### config.mk
export PLATFORM = sky130hd
export DESIGN_NAME = dragon_move_scheduler
export DESIGN_NICKNAME = d
export VERILOG_FILES = /design/src/rtl/dragon_move_scheduler.sv
export SDC_FILE = /design/constraint.sdc
export NUM_CORES = 1
export LEC_CHECK = 0
export CORE_MARGIN = 10
export CORE_UTILIZATION = 53
export DETAILED_ROUTE_END_ITERATION = 10
export GPL_ROUTABILITY_DRIVEN = 1
export MAX_ROUTING_LAYER = met4
export PLACE_DENSITY = 0.75
export SLEW_MARGIN = 20
export SYNTH_ARGS = -nofsm -noshare
export SYNTH_HDL_FRONTEND = slang
export SYNTH_SLANG_ARGS = --single-unit
### constraint.sdc
create_clock -name frame_clk_i -period 4.3 [get_ports frame_clk_i]
set_input_delay 1.075 -clock frame_clk_i [delete_from_list [all_inputs] [get_ports frame_clk_i]]
set_output_delay 1.075 -clock frame_clk_i [all_outputs]
set_load 0.005 [all_outputs]
### src/rtl/dragon_move_scheduler.sv
// Per-frame movement sequencer for the dragon: paces step requests to the head
// datapath, commits the returned head, shifts body history, and tracks length/death.
module dragon_move_scheduler #(
  parameter int unsigned MovePeriod = 8,
  parameter int unsigned AckTimeout = 15,
  parameter int unsigned MaxLen     = 8,
  parameter int unsigned InitLen    = 3,
  parameter logic [7:0]  StartLoc   = 8'h77
) (
  input  logic       frame_clk_i,
  input  logic       rst_ni,
  input  logic       enable_i,
  input  logic       grow_i,
  input  logic       hurt_i,
  output logic       move_req_o,
  input  logic       move_ack_i,
  input  logic [7:0] next_location_i,
  input  logic [1:0] next_direction_i,
  output logic [7:0] head_location_o,
  output logic [1:0] head_direction_o,
  output logic [3:0] body_length_o,
  input  logic [3:0] segment_index_i,
  output logic [7:0] segment_location_o,
  output logic       segment_valid_o,
  output logic       move_done_o,
  output logic       ack_error_o,
  output logic       dead_o
);

  localparam logic [7:0] TickLast = 8'(MovePeriod - 1);
  localparam logic [7:0] AckLimit = 8'(AckTimeout);
  localparam logic [3:0] LenMax   = 4'(MaxLen);
  localparam logic [3:0] LenInit  = 4'(InitLen);
  localparam logic [1:0] DirRight = 2'd1;

  typedef enum logic [1:0] {StIdle, StWait, StReq, StDead} state_e;

  state_e     state_q, state_d;
  logic [7:0] tick_q, tick_d;
  logic [7:0] to_q, to_d;
  logic [7:0] head_q;
  logic [1:0] dir_q;
  logic [3:0] len_q;
  logic [7:0] seg_q [MaxLen];
  logic       done_q, err_q, dead_q;
  logic       commit, timeout, kill;

  assign kill = hurt_i && !grow_i && (len_q == 4'd1) && (state_q != StDead);

  // State register
  always_ff @(posedge frame_clk_i) begin
    if (!rst_ni) begin
      state_q <= StIdle;
      tick_q  <= 8'd0;
      to_q    <= 8'd0;
    end else begin
      state_q <= state_d;
      tick_q  <= tick_d;
      to_q    <= to_d;
    end
  end

  // Next-state logic
  always_comb begin
    state_d = state_q;
    tick_d  = tick_q;
    to_d    = to_q;
    commit  = 1'b0;
    timeout = 1'b0;
    unique case (state_q)
      StIdle: begin
        tick_d = 8'd0;
        // The IDLE->WAIT cycle counts toward the period, so the first request
        // lands MovePeriod cycles after enable while steady state is MovePeriod+1.
        if (enable_i) begin
          state_d = StWait;
          tick_d  = 8'd1;
        end
      end
      StWait: begin
        if (!enable_i) begin
          state_d = StIdle;
          tick_d  = 8'd0;
        end else if (tick_q >= TickLast) begin
          state_d = StReq;
          tick_d  = 8'd0;
        end else begin
          tick_d = tick_q + 8'd1;
        end
      end
      StReq: begin
        if (move_ack_i) begin
          commit  = 1'b1;
          state_d = StWait;
          to_d    = 8'd0;
        end else if (to_q + 8'd1 >= AckLimit) begin
          timeout = 1'b1;
          state_d = StWait;
          to_d    = 8'd0;
        end else begin
          to_d = to_q + 8'd1;
        end
      end
      StDead: state_d = StDead;
      default: state_d = StIdle;
    endcase
    if (kill) begin
      state_d = StDead;
      commit  = 1'b0;
      timeout = 1'b0;
    end
  end

  // Datapath: head, body history, length, flags
  always_ff @(posedge frame_clk_i) begin
    if (!rst_ni) begin
      head_q <= StartLoc;
      dir_q  <= DirRight;
      len_q  <= LenInit;
      done_q <= 1'b0;
      err_q  <= 1'b0;
      dead_q <= 1'b0;
      for (int i = 0; i < MaxLen; i++) seg_q[i] <= StartLoc;
    end else begin
      done_q <= commit;
      if (timeout) err_q <= 1'b1;
      if (commit) begin
        head_q   <= next_location_i;
        dir_q    <= next_direction_i;
        seg_q[0] <= head_q;
        for (int i = 1; i < MaxLen; i++) seg_q[i] <= seg_q[i-1];
      end
      if (state_q != StDead) begin
        if (grow_i && !hurt_i && (len_q < LenMax)) begin
          len_q <= len_q + 4'd1;
        end else if (hurt_i && !grow_i && (len_q != 4'd0)) begin
          len_q <= len_q - 4'd1;
          if (len_q == 4'd1) dead_q <= 1'b1;
        end
      end
    end
  end

  // Outputs
  always_comb begin
    move_req_o         = (state_q == StReq);
    segment_valid_o    = (segment_index_i < len_q);
    segment_location_o = 8'h00;
    for (int i = 0; i < MaxLen; i++) begin
      if (segment_valid_o && (segment_index_i == 4'(i))) segment_location_o = seg_q[i];
    end
  end

  assign head_location_o  = head_q;
  assign head_direction_o = dir_q;
  assign body_length_o    = len_q;
  assign move_done_o      = done_q;
  assign ack_error_o      = err_q;
  assign dead_o           = dead_q;

endmodule

======== Word-level counts from Yosys, hierarchy flattened ========
Memories as Yosys holds them, arrays and structs flattened.
Index checks and enable logic that the tools add are counted.
storage, ports and cells
  flip-flop bits (word level) ............. 35
  bits in writable memories ............... 64
  bits of input ports ..................... 20
  word-level logic and storage cells ...... 108
  memories ................................ 1
memory list
  memory  depth  bits a word  read ports  clocked after memory_dff  write ports  line  text
  seg_q   8      8            8           0                         8            44    logic [7:0] seg_q [MaxLen];
cells by class
  $add $sub $neg .......................... 4
  magnitude comparators ................... 4
  equal/unequal tests ..................... 15
  multiplexer cells ....................... 42
  bitwise operators ....................... 9
  reductions and logical operators ........ 24
operators with widths
  cell                 number
  $mux 8               20
  $add 8x1->8 const B  2
  $eq 4x3->1 const B   4
  $pmux 8 s2           1
  $logic_and 1x1->1    14
  $mux 1               12
  $mux 2               6
  $eq 4x1->1 const B   2
  $eq 4x2->1 const B   2
  $ge 8x3->1 const B   1
  $ge 8x4->1 const B   1
  $mux 4               2
  $or 1x1->1           8
  $pmux 2 s4           1
  $add 4x1->4 const B  1
  $eq 2x2->1 const B   2
  $logic_not 4->1      1
  $lt 4x4->1           1
  $lt 4x4->1 const B   1
  $ne 4x1->1 const B   1
  $ne 4x4->1 const B   1
  $reduce_and 4->1     1
  $reduce_bool 2->1    2
  $reduce_bool 4->1    1
  9 further kinds      10

======== Logic depth before layout (Yosys ltp) ========
  depth in word-level cells ............... 10
  mapped depth ............................ 7
  gate-level depth less buffers ........... 6

======== Worst setup path before layout ========
Ideal clock, no wire load.
  path kind ............................... input -> register
  from .................................... input port rst_ni
  to ...................................... register dir_q[0] (netlist: head_direction_o[0])
  arrival time ............................ 3.669 ns
  data required time ...................... 4.173 ns
  slack ................................... 0.504 ns
  stages on the path ...................... 5
  cell sequence ........................... clkbuf_1 -> inv_1 -> a21oi_1 -> clkinv_1 -> o22a_1
RTL lines
  what                  line  text
  from (decl)           11    input logic rst_ni,
  to (signal assigned)  118   dir_q <= DirRight;
  to (signal assigned)  129   dir_q <= next_direction_i;
  to (decl)             42    logic [1:0] dir_q;

======== Final worst setup path ========
  from .................................... input port segment_index_i[1]
  to ...................................... output port segment_location_o[5]
between the ends
  longest elaborated chain between the ends .. 10
  elaborated cells between the ends (all ways) .. 25
  those cells by class .................... order compare (1); eq/ne (7); mux (8); reduce/logical (9)
ends and longest elaborated chain
  what                                           line      text
  from (decl)                                    22        input logic [3:0] segment_index_i,
  $lt 4x4->1 or $logic_not 4->1 (tied branches)  147, 150
  $logic_and 1x1->1                              150       if (segment_valid_o && (segment_index_i == 4'(i))) segment_location_o = seg_q[i];
  $mux 8 (7 in series)                           150
  $mux 8 *                                       150
  to (decl)                                      23        output logic [7:0] segment_location_o,
Mark *: on every way between the ends. The rest lies on a longest branch, timed or not.

==> flow_summary_export.csv <==
group,metric,value,unit
critical_path,arrival,3.14,ns
logic_synthesis,yosysWarningCount,0,
floorplanning,fp.dieH,114,um
timing,fin_ws,0.0863,ns
place,dp_slack,-0.357,ns
timing,worst_pin_slew,0.727,ns
place,place.gp.congestion,0.840,
timing,min_period_over_period,98.0,%
run,maxCapViolCount,0,
logic_synthesis,synth_area_leaders,"edfxtp_1 41%, dfxtp_1 15%, or2_2 5.0%",
routing,post_drt_via_cell_ratio,5.66,
timing,tns,0,ns
clock_network,cts_tree,"built",
routing,route.detailed.drc,0,
logic_synthesis,synthDistinctLibCells,59,
timing,finalHoldViolCount,0,
logic_synthesis,syn_inst,396,
routing,wl_per_cell,16.4,um
critical_path,end_kind,"output port",
critical_path,critPathCapture,"segment_location_o[5]",
critical_path,r2r_cells,5,
clock_network,clk_pin_slew_worst_paths,0.09,ns
layout,multi_input_area,1990,um^2
logic_synthesis,synth_compound_area_share,14.0,%
timing,finalSetupViolCount,0,
logic_synthesis,synth.mux.area_fraction,4.16,%
floorplanning,core.rowCount,34,
logic_synthesis,synth-xor-area-share,1.32,%
layout,num-fill-cells,663,
global_routing,grt_overflow,0,
logic_synthesis,synthSimpleGateAreaFrac,18.4,%
logic_synthesis,async_reset_ff_share,0,%
floorplanning,die_area,12900,um^2
place,portBuffers,46,
logic_synthesis,ys_top_cells_by_count,"64 x edfxtp_1, 37 x or2_2, 35 x dfxtp_1",
global_routing,grt_max_degree,54,
logic_synthesis,ys_seq_area_share,56.3,%
logic_synthesis,synth_area_leader_cell,"edfxtp_1",
routing,drt_pass1_iterations,4,
power,ir_worst_vdd,0.241,mV
timing,finalClockSkew,0.0103,ns
clock_network,insertion_delay,0.36,ns
logic_synthesis,ys_ff_latch,99,
logic_synthesis,synth_area_per_cell,11.8,um^2
floorplanning,core-area,8640,um^2
place,dpl.hpwl,6530,um
outcome,status,"completed",
clock_network,cts_max_path_buffers,2,
logic_synthesis,synth_ff_type,"edfxtp_1",
logic_synthesis,syn-num-nets,426,
layout,nets,479,
power,power.total,1.83,mW
logic_synthesis,synth_fa_ha_area_share,2.69,%
floorplanning,dieWidth,114,um
global_routing,track_usage,15.4,%
logic_synthesis,synthMostInstantiatedCell,"edfxtp_1",
timing,drv_slew,0,
timing,period_needed,4.21,ns
global_routing,antenna_found_initial,0,
critical_path,r2r-end,"seg_q[0][9]",
routing,drtIter0Drc,165,
floorplanning,io_pins,47,
layout,diodes,0,
layout,layout-drive-gt1-share,25.3,%
routing,vias,3182,
critical_path,cp-start-kind,"input pin",
critical_path,critPathRequiredTime,3.22,ns
power,p_leak,1.82,nW
clock_network,cts_max_level,3,
timing,fmax,0.237,GHz
critical_path,path_class,"in2out",
logic_synthesis,yosysTopAreaCellShare,41.2,%
logic_synthesis,synth_edf_count,64,
critical_path,r2r-start,"state_q[1]",
logic_synthesis,synth_top_family_by_area,"simple AND/OR/NAND/NOR gates",
clock_network,cts_root_buf,"clkbuf_8",
critical_path,r2r_slack,1.47,ns
global_routing,grt_pass1_vias,3267,
routing,wl,9230,um
floorplanning,initial_core_util,54.0,%
global_routing,grt_pass1_wl,15900,um
clock_network,cts_buffers,9,
power,power.density,326,nW/um^2
clock_network,cts.sinks,99,
hold_path,hp-class,"reg2reg",
timing,maxSlewHeadroom,51.4,%
timing,rsz0062_at_grt,"false",
critical_path,crit_start,"segment_index_i[1]",
critical_path,cp_max_fo,8,
logic_synthesis,synthesis.area,4660,um^2
routing,antenna_left,0,
layout,area_delta_synth_final,20.5,%
layout,regArea,2620,um^2
==> worst min-delay path by stage <==
stage | startpoint | end | depth (start not counted)
after floorplan | tick_q[7] | tick_q[7] | 2
after global placement | tick_q[7] | tick_q[7] | 2
after detailed placement | ack_error_o | ack_error_o | 1
after CTS | ack_error_o | ack_error_o | 1
after global routing | ack_error_o | ack_error_o | 1
final | ack_error_o | ack_error_o | 1
==> through the flow <==
stage | utilization [%] | cell area, um^2 | hold slack (ns) | cells
after floorplan | - | 4660 | 0.429 | 396
after global placement | 61.4 | 5300 | 0.448 | 544
after detailed placement | 61.4 | 5300 | 0.468 | 544
after CTS | 65.0 | 5610 | 0.489 | 562
after global routing | 65.0 | 5610 | 0.513 | 562
final | 65.0 | 5610 | 0.484 | 562
==> report_power, final <==
part           switching (mW)  internal (mW)
combinational           0.115          0.114
clock                   0.324          0.231
sequential             0.0177           1.03
==> repair_timing <==
item                                    4_1_cts  5_1_grt
hold buffers                                  0        0
endpoints found under the setup margin        8        3
setup buffers                                 2        0
pin swaps                                     4        3
gates resized for setup                      23        1
==> layout by cell type, fill, tap and decap left out, types with 4 or more instances in the layout <==
cell,instances
a21oi_1,21
a31oi_1,5
and2_1,16
and3_1,7
buf_4,16
clkbuf_8,10
clkdlybuf4s50_1,41
dfxtp_1,35
dlygate4sd2_1,4
edfxtp_1,64
ha_1,8
inv_1,11
mux2_2,7
mux2i_1,7
nand2_1,14
nand2b_1,14
nand3_1,9
nor2_1,20
nor2b_1,6
nor3_1,4
o21ai_0,4
o221a_2,8
o22a_1,13
o32ai_2,8
or2_2,37
xor2_1,4
==> per-layer routing <==
metal | wire length [um] | GRT usage, % | vias to the layer above | share of wire (%)
met5 | 0 | - | - | 0
met2 | 4450 | 23.8 | 66 | 48
met4 | 102 | 4.99 | 0 | 1.1
met3 | 356 | 3.83 | 9 | 3.9
li1 | - | - | 1558 | -
met1 | 4330 | 19.4 | 1549 | 47
==> kinds of logic (layout without fill, tap and decap cells) <==
| group | Yosys count | after routing |
|---|---|---|
| flip-flops | 99 | 99 |
| XOR/XNOR | 7 | 7 |
| buffers and inverters | 36 | 94 |
| multiplexers | 16 | 16 |
| AND/OR/NAND/NOR | 147 | 147 |
| AO/OA/AOI/OAI | 81 | 81 |
| adder cells (fa/ha/maj) | 10 | 10 |
==> state kept, by name, summed over array words and instances, names as in the netlist <==
name              cells
state_q               2
move_done_o           1
to_q                  8
dead_o                1
seg_q                64
head_direction_o      2
tick_q                8
head_location_o       8
body_length_o         4
ack_error_o           1
==> cell type report <==
class	count	share of cell area, %
repair buffers	66	11.3
multi-input cells	261	35.5
clock inverters	6	0.847
flip-flops and latches	99	46.7
clock buffers	10	2.45
well taps	108	2.41
inverters	12	0.802
==> worst max-delay path: stages <==
cell and delay [ns]:
dlygate4sd2_1 0.28, buf_6 0.16, buf_4 0.17, mux2_2 0.22, a21oi_1 0.06, o22a_1 0.23
o32ai_2 0.23, o221a_2 0.22, clkdlybuf4s50_1 0.49
Power figures use the tool's default switching activity.
